File: src/rtl/mem_bus_bridge.sv
// mem_bus_bridge: connects MEM-stage load/store requests to a handshaked data bus.
// Generates word address, byte strobes and lane-replicated store data, extends load
// data, and holds the pipeline until the access completes, faults or times out.
//
// state | meaning
// ------+-----------------------------------------------------------------
// IDLE  | waiting for req_valid; illegal/misaligned requests go straight to RESP
// ADDR  | bus_valid high with fields held, waiting for bus_ready
// DATA  | request accepted, waiting for bus_rvalid
// RESP  | done pulse; rdata/fault presented for one cycle
module mem_bus_bridge #(
   parameter int unsigned TIMEOUT = 255
) (
   input  logic        clk,
   input  logic        reset,
   input  logic        req_valid,
   input  logic        req_write,
   input  logic [2:0]  req_funct3,
   input  logic [31:0] req_addr,
   input  logic [31:0] req_wdata,
   output logic        stall,
   output logic        done,
   output logic        fault,
   output logic [31:0] rdata,
   output logic        bus_valid,
   input  logic        bus_ready,
   output logic        bus_we,
   output logic [31:0] bus_addr,
   output logic [3:0]  bus_wstrb,
   output logic [31:0] bus_wdata,
   input  logic        bus_rvalid,
   input  logic [31:0] bus_rdata,
   input  logic        bus_err
);

   localparam logic [1:0] ST_IDLE = 2'd0;
   localparam logic [1:0] ST_ADDR = 2'd1;
   localparam logic [1:0] ST_DATA = 2'd2;
   localparam logic [1:0] ST_RESP = 2'd3;

   // the counter starts at 0 on the first ADDR cycle, so TIMEOUT cycles end at TIMEOUT-1
   localparam logic [7:0] CNT_LAST = 8'(TIMEOUT - 1);

   logic [1:0]  state_q, state_d;
   logic [7:0]  cnt_q, cnt_d;
   logic [2:0]  funct3_q, funct3_d;
   logic [1:0]  off_q, off_d;
   logic        we_q, we_d;
   logic [31:0] addr_q, addr_d;
   logic [3:0]  wstrb_q, wstrb_d;
   logic [31:0] wdata_q, wdata_d;
   logic [31:0] rdata_q, rdata_d;
   logic        fault_q, fault_d;

   logic        req_legal;
   logic        req_misaligned;
   logic [3:0]  wstrb_new;
   logic [31:0] wdata_new;
   logic [31:0] rd_shifted;
   logic [31:0] rd_ext;

   // request decode: legality, alignment, strobes and replicated store data
   always_comb begin
      case (req_funct3)
         3'b000, 3'b001, 3'b010, 3'b100, 3'b101: req_legal = 1'b1;
         default:                                req_legal = 1'b0;
      endcase
      req_misaligned = ((req_funct3[1:0] == 2'b01) && req_addr[0]) ||
                       ((req_funct3[1:0] == 2'b10) && (req_addr[1:0] != 2'b00));
      case (req_funct3[1:0])
         2'b00: begin
            wstrb_new = 4'b0001 << req_addr[1:0];
            wdata_new = {4{req_wdata[7:0]}};
         end
         2'b01: begin
            wstrb_new = 4'b0011 << {req_addr[1], 1'b0};
            wdata_new = {2{req_wdata[15:0]}};
         end
         default: begin
            wstrb_new = 4'b1111;
            wdata_new = req_wdata;
         end
      endcase
      if (!req_write) begin
         wstrb_new = 4'b0000;
      end
   end

   // load alignment and sign/zero extension of the returned word
   always_comb begin
      rd_shifted = bus_rdata >> {off_q, 3'b000};
      case (funct3_q)
         3'b000:  rd_ext = {{24{rd_shifted[7]}}, rd_shifted[7:0]};
         3'b001:  rd_ext = {{16{rd_shifted[15]}}, rd_shifted[15:0]};
         3'b100:  rd_ext = {24'h000000, rd_shifted[7:0]};
         3'b101:  rd_ext = {16'h0000, rd_shifted[15:0]};
         default: rd_ext = rd_shifted;
      endcase
   end

   // access sequencing, timeout and response capture
   always_comb begin
      state_d  = state_q;
      cnt_d    = cnt_q;
      funct3_d = funct3_q;
      off_d    = off_q;
      we_d     = we_q;
      addr_d   = addr_q;
      wstrb_d  = wstrb_q;
      wdata_d  = wdata_q;
      rdata_d  = rdata_q;
      fault_d  = fault_q;
      case (state_q)
         ST_IDLE: begin
            cnt_d   = 8'd0;
            rdata_d = 32'd0;
            fault_d = 1'b0;
            if (req_valid) begin
               if (!req_legal || req_misaligned) begin
                  state_d = ST_RESP;
                  fault_d = 1'b1;
               end else begin
                  state_d  = ST_ADDR;
                  funct3_d = req_funct3;
                  off_d    = req_addr[1:0];
                  we_d     = req_write;
                  addr_d   = {req_addr[31:2], 2'b00};
                  wstrb_d  = wstrb_new;
                  wdata_d  = wdata_new;
               end
            end
         end
         ST_ADDR: begin
            cnt_d = cnt_q + 8'd1;
            if (cnt_q == CNT_LAST) begin
               state_d = ST_RESP;
               fault_d = 1'b1;
            end else if (bus_ready) begin
               state_d = ST_DATA;
            end
         end
         ST_DATA: begin
            cnt_d = cnt_q + 8'd1;
            if (bus_rvalid) begin
               state_d = ST_RESP;
               fault_d = bus_err;
               rdata_d = (bus_err || we_q) ? 32'd0 : rd_ext;
            end else if (cnt_q == CNT_LAST) begin
               state_d = ST_RESP;
               fault_d = 1'b1;
            end
         end
         default: begin
            state_d = ST_IDLE;
            rdata_d = 32'd0;
            fault_d = 1'b0;
         end
      endcase
   end

   // state and datapath registers
   always_ff @(posedge clk or posedge reset) begin
      if (reset) begin
         state_q  <= ST_IDLE;
         cnt_q    <= 8'd0;
         funct3_q <= 3'd0;
         off_q    <= 2'd0;
         we_q     <= 1'b0;
         addr_q   <= 32'd0;
         wstrb_q  <= 4'd0;
         wdata_q  <= 32'd0;
         rdata_q  <= 32'd0;
         fault_q  <= 1'b0;
      end else begin
         state_q  <= state_d;
         cnt_q    <= cnt_d;
         funct3_q <= funct3_d;
         off_q    <= off_d;
         we_q     <= we_d;
         addr_q   <= addr_d;
         wstrb_q  <= wstrb_d;
         wdata_q  <= wdata_d;
         rdata_q  <= rdata_d;
         fault_q  <= fault_d;
      end
   end

   // stall is also dropped while reset is held so the pipeline is not frozen by a dead access
   assign stall     = req_valid & ~done & ~reset;
   assign done      = (state_q == ST_RESP);
   assign fault     = fault_q;
   assign rdata     = rdata_q;
   assign bus_valid = (state_q == ST_ADDR);
   assign bus_we    = we_q;
   assign bus_addr  = addr_q;
   assign bus_wstrb = wstrb_q;
   assign bus_wdata = wdata_q;

endmodule

File: config.mk
export PLATFORM = sky130hd
export DESIGN_NAME = mem_bus_bridge
export DESIGN_NICKNAME = d
export VERILOG_FILES = /design/src/rtl/mem_bus_bridge.sv
export SDC_FILE = /design/constraint.sdc
export NUM_CORES = 1
export LEC_CHECK = 0
export ABC_AREA = 1
export CORE_ASPECT_RATIO = 0.75
export CORE_UTILIZATION = 55
export CTS_BUF_LIST = sky130_fd_sc_hd__clkbuf_8
export DETAILED_ROUTE_END_ITERATION = 16
export DONT_BUFFER_PORTS = 1
export HOLD_SLACK_MARGIN = 0.06
export PLACE_DENSITY_LB_ADDON = 0.12
export SLEW_MARGIN = 10
export SYNTH_ARGS = -nofsm -noshare
export SYNTH_HDL_FRONTEND = slang
export SYNTH_SLANG_ARGS = --single-unit
File: constraint.sdc
create_clock -name clk -period 4.41 [get_ports clk]
set_input_delay 0.2205 -clock clk [delete_from_list [all_inputs] [get_ports clk]]
set_output_delay 0.2205 -clock clk [all_outputs]
set_load 0.01 [all_outputs]
==> results.json <==
{
  "synthSimpleGateAreaFrac": 0.329,
  "synthCells": 776,
  "grt_pass1_vias": 5122,
  "critPathMaxFanout": 93,
  "yosys_warnings": 0,
  "synth_top_family_by_area": "simple AND/OR/NAND/NOR gates",
  "mostFrequentLayoutCells": "nand2_1 (412), dfrtp_1 (115), dlygate4sd3_1 (81)",
  "ant_nets": 0,
  "cp-end-kind": "flop",
  "die_h_microns": 91.0,
  "hold_end": "rdata[4]",
  "htreeDepth": 4,
  "syn_area_sq_mm": 0.00581,
  "routed_wl_mm": 15.6,
  "final_nets": 950,
  "synth_fa_ha_area_frac": 0.0151,
  "finalMaxSlewViolations": 0,
  "clock_path_buffers": 2,
  "p_leak_nw": 3.66,
  "synth-async-reset-ratio": 1.00,
  "clock_latency_ns": 0.44,
  "area_growth_pct": 19.0,
  "wl_per_cell_microns": 15.8,
  "ys_seq_elements": 115,
  "relSlewSlack": 0.277,
  "grtUsageMet2": 0.461,
  "hp-class": "primary input to flop",
  "crit_path_cell_trace": "dlygate4sd3_1 > inv_2 > nor2_1 > nand2_1 > nand4_4 > buf_4 > nand2_1 > o21ai_1",
  "yosysSeqAreaShare": 0.496,
  "slowest_stage": "dlygate4sd3_1",
  "syn_area_per_cell_sq_um": 7.48,
  "synth-edff-count": 0,
  "synth_xor_area_frac": 0,
  "r2r_cells": 6,
  "drive_gt1_frac": 0.0565,
  "tightest_slew_ns": 1.08,
  "place_ws_ns": 2.05,
  "use_met1": 0.372,
  "max-vdd-ir-drop_mv": 0.391,
  "r2r-end": "rdata[3]",
  "synthFlopType": "dfrtp_1",
  "synth_compound_area_frac": 0.0812,
  "crit_top_cell": "nand2_1",
  "ios": 211,
  "finalWorstSetupSlack_ns": 1.77,
  "numCtsBuffers": 17,
  "synth_cell_type_count": 25,
  "r2r_slack_ns": 1.91,
  "rsz0062_at_grt": "no",
  "root_buffer": "clkbuf_8",
  "placement.io_buffers": 0,
  "core_sq_mm": 0.0103,
  "clock.fmax_mhz": 379,
  "fp.dieW_microns": 121,
  "grt_busiest_layer": "met2",
  "grt_max_degree": 94,
  "num_antenna_cells": 0,
  "layout_min_cycle_time_ns": 2.64,
  "cts_setup_buffers": 0,
  "layout_commonest_cell": "nand2_1",
  "final-setup-viol-count": 0,
  "path_class": "primary input to flop",
  "worstPathArrival_ns": 3.00,
  "required_ns": 4.77,
  "viasPerCell": 5.34,
  "drt_iter0_markers": 404,
  "cts_tree": "done",
  "dp_hpwl_mm": 9.61,
  "power_density_mw_per_mm2": 612,
  "grt_pass1_wl_mm": 24.9,
  "skew_ns": 0.0101,
  "dr.pass1.iters": 5,
  "initial_core_util": 0.564,
  "drv_cap": 0,
  "use_met3": 0.114,
  "antenna_found_initial": 0,
  "globalplace.congestion": 0.813,
  "fin_setup_tns_ns": 0,
  "max_stage_delay_ns": 1.20,
  "cts_sinks": 115,
  "die_area_sq_mm": 0.0110,
  "yosys-mux-area-fraction": 0,
  "drc": 0,
  "min_from": "bus_rdata[12]",
  "status": "complete, no violations",
  "via_count": 5265,
  "power_mw": 4.23,
  "min_period_over_period": 0.599,
  "reg2reg_from": "off_q[0]",
  "grt.total_usage": 0.294,
  "start_kind": "primary input",
  "path_clk_slew_ns": 0.09,
  "rows": 32,
  "whs_path_depth": 4,
  "overflow": 0,
  "hold_viol": 0
}
## per-stage QoR
step / util / hold WS, ns / std cells / area [sq um]
floorplan: - / 0.330 / 777 / 5810
global placement: 0.553 / 0.332 / 873 / 5690
detailed placement: 0.553 / 0.336 / 873 / 5690
CTS: 0.672 / 0.0605 / 986 / 6910
global route: 0.672 / 0.0872 / 986 / 6910
finish: 0.672 / 0.0826 / 986 / 6910
## cell type report
type,instances,area [sq um]
flip-flops and latches,115,2880
inverters,38,148
fillers,883,3380
clock buffers,18,248
repair buffers,83,826
well taps,136,170
clock inverters,14,164
multi-input cells,582,2480
## worst max-delay path, delay by kind of cell
kind | cells | cell delay [ns]
compound gates | 1 | 0.15
simple gates | 4 | 0.51
buf+inv | 3 | 2.08
## power breakdown
part | internal, mW | total (mW) | switching [mW]
Combinational | 0.446 | 1.28 | 0.834
Clock | 0.534 | 1.02 | 0.486
Sequential | 1.42 | 1.93 | 0.513
Total | 2.40 | 4.23 | 1.83
## synthesized netlist by cell type (2+ instances only)
cell,number,area (sq um)
nand2_1,412,1550
dfrtp_1,115,2880
o21ai_0,50,250
nand3_1,41,205
inv_1,33,124
a21oi_1,29,145
nor2_1,16,60.1
o21ai_1,14,70.1
buf_2,13,65.1
buf_6,9,101
buf_4,8,60.1
clkbuf_1,8,30.0
ha_1,7,87.6
inv_2,4,15.0
clkbuf_8,3,41.3
nand2_2,3,18.8
nand3_4,2,35.0
nor2_2,2,12.5
## how the worst max path moves through the flow
stage | start | end | slack [ns] | cells after the start
3_3_place_gp | state_q[1] | rdata[8] | 2.12 | 7
4_1_cts | req_funct3[1] | funct3_q[1] | 1.90 | 7
5_1_grt | req_funct3[1] | bus_wdata[29] | 1.59 | 7
3_5_place_dp | state_q[1] | rdata[9] | 2.05 | 7
6_report | req_funct3[1] | bus_wdata[10] | 1.77 | 8
2_1_floorplan | reset | bus_addr[10] | 1.15 | 1
## timing repair
action / 4_1_cts / 5_1_grt
endpoints found under the hold margin: 167 / 0
resized for setup: 0 / 0
hold buffers: 81 / 0
endpoints found under the setup margin: 0 / 0
## registers in the layout (all words and copies together), names as in the netlist
| name | cells |
|---|---|
| state_q | 2 |
| rdata | 32 |
| fault | 1 |
| bus_wdata | 32 |
| funct3_q | 3 |
| bus_we | 1 |
| cnt_q | 8 |
| bus_addr | 30 |
| off_q | 2 |
| bus_wstrb | 4 |
## layer usage
metal	vias to the layer above	share of wire	routed length (microns)
met5	-	0	0
met4	0	0.020	317
met3	29	0.097	1500
met2	262	0.46	7110
met1	2428	0.43	6640
li1	2546	-	-
## cells by family (layout without fill, tap and decap cells)
kind of cell / count (synthesis) / in the layout
adder cells (fa/ha/maj): 7 / 7
AO/OA/AOI/OAI: 94 / 94
other: 1 / 2
AND/OR/NAND/NOR: 479 / 479
flip-flops: 115 / 115
buffers and inverters: 80 / 153
No activity file was read; power rests on OpenSTA's default activity.
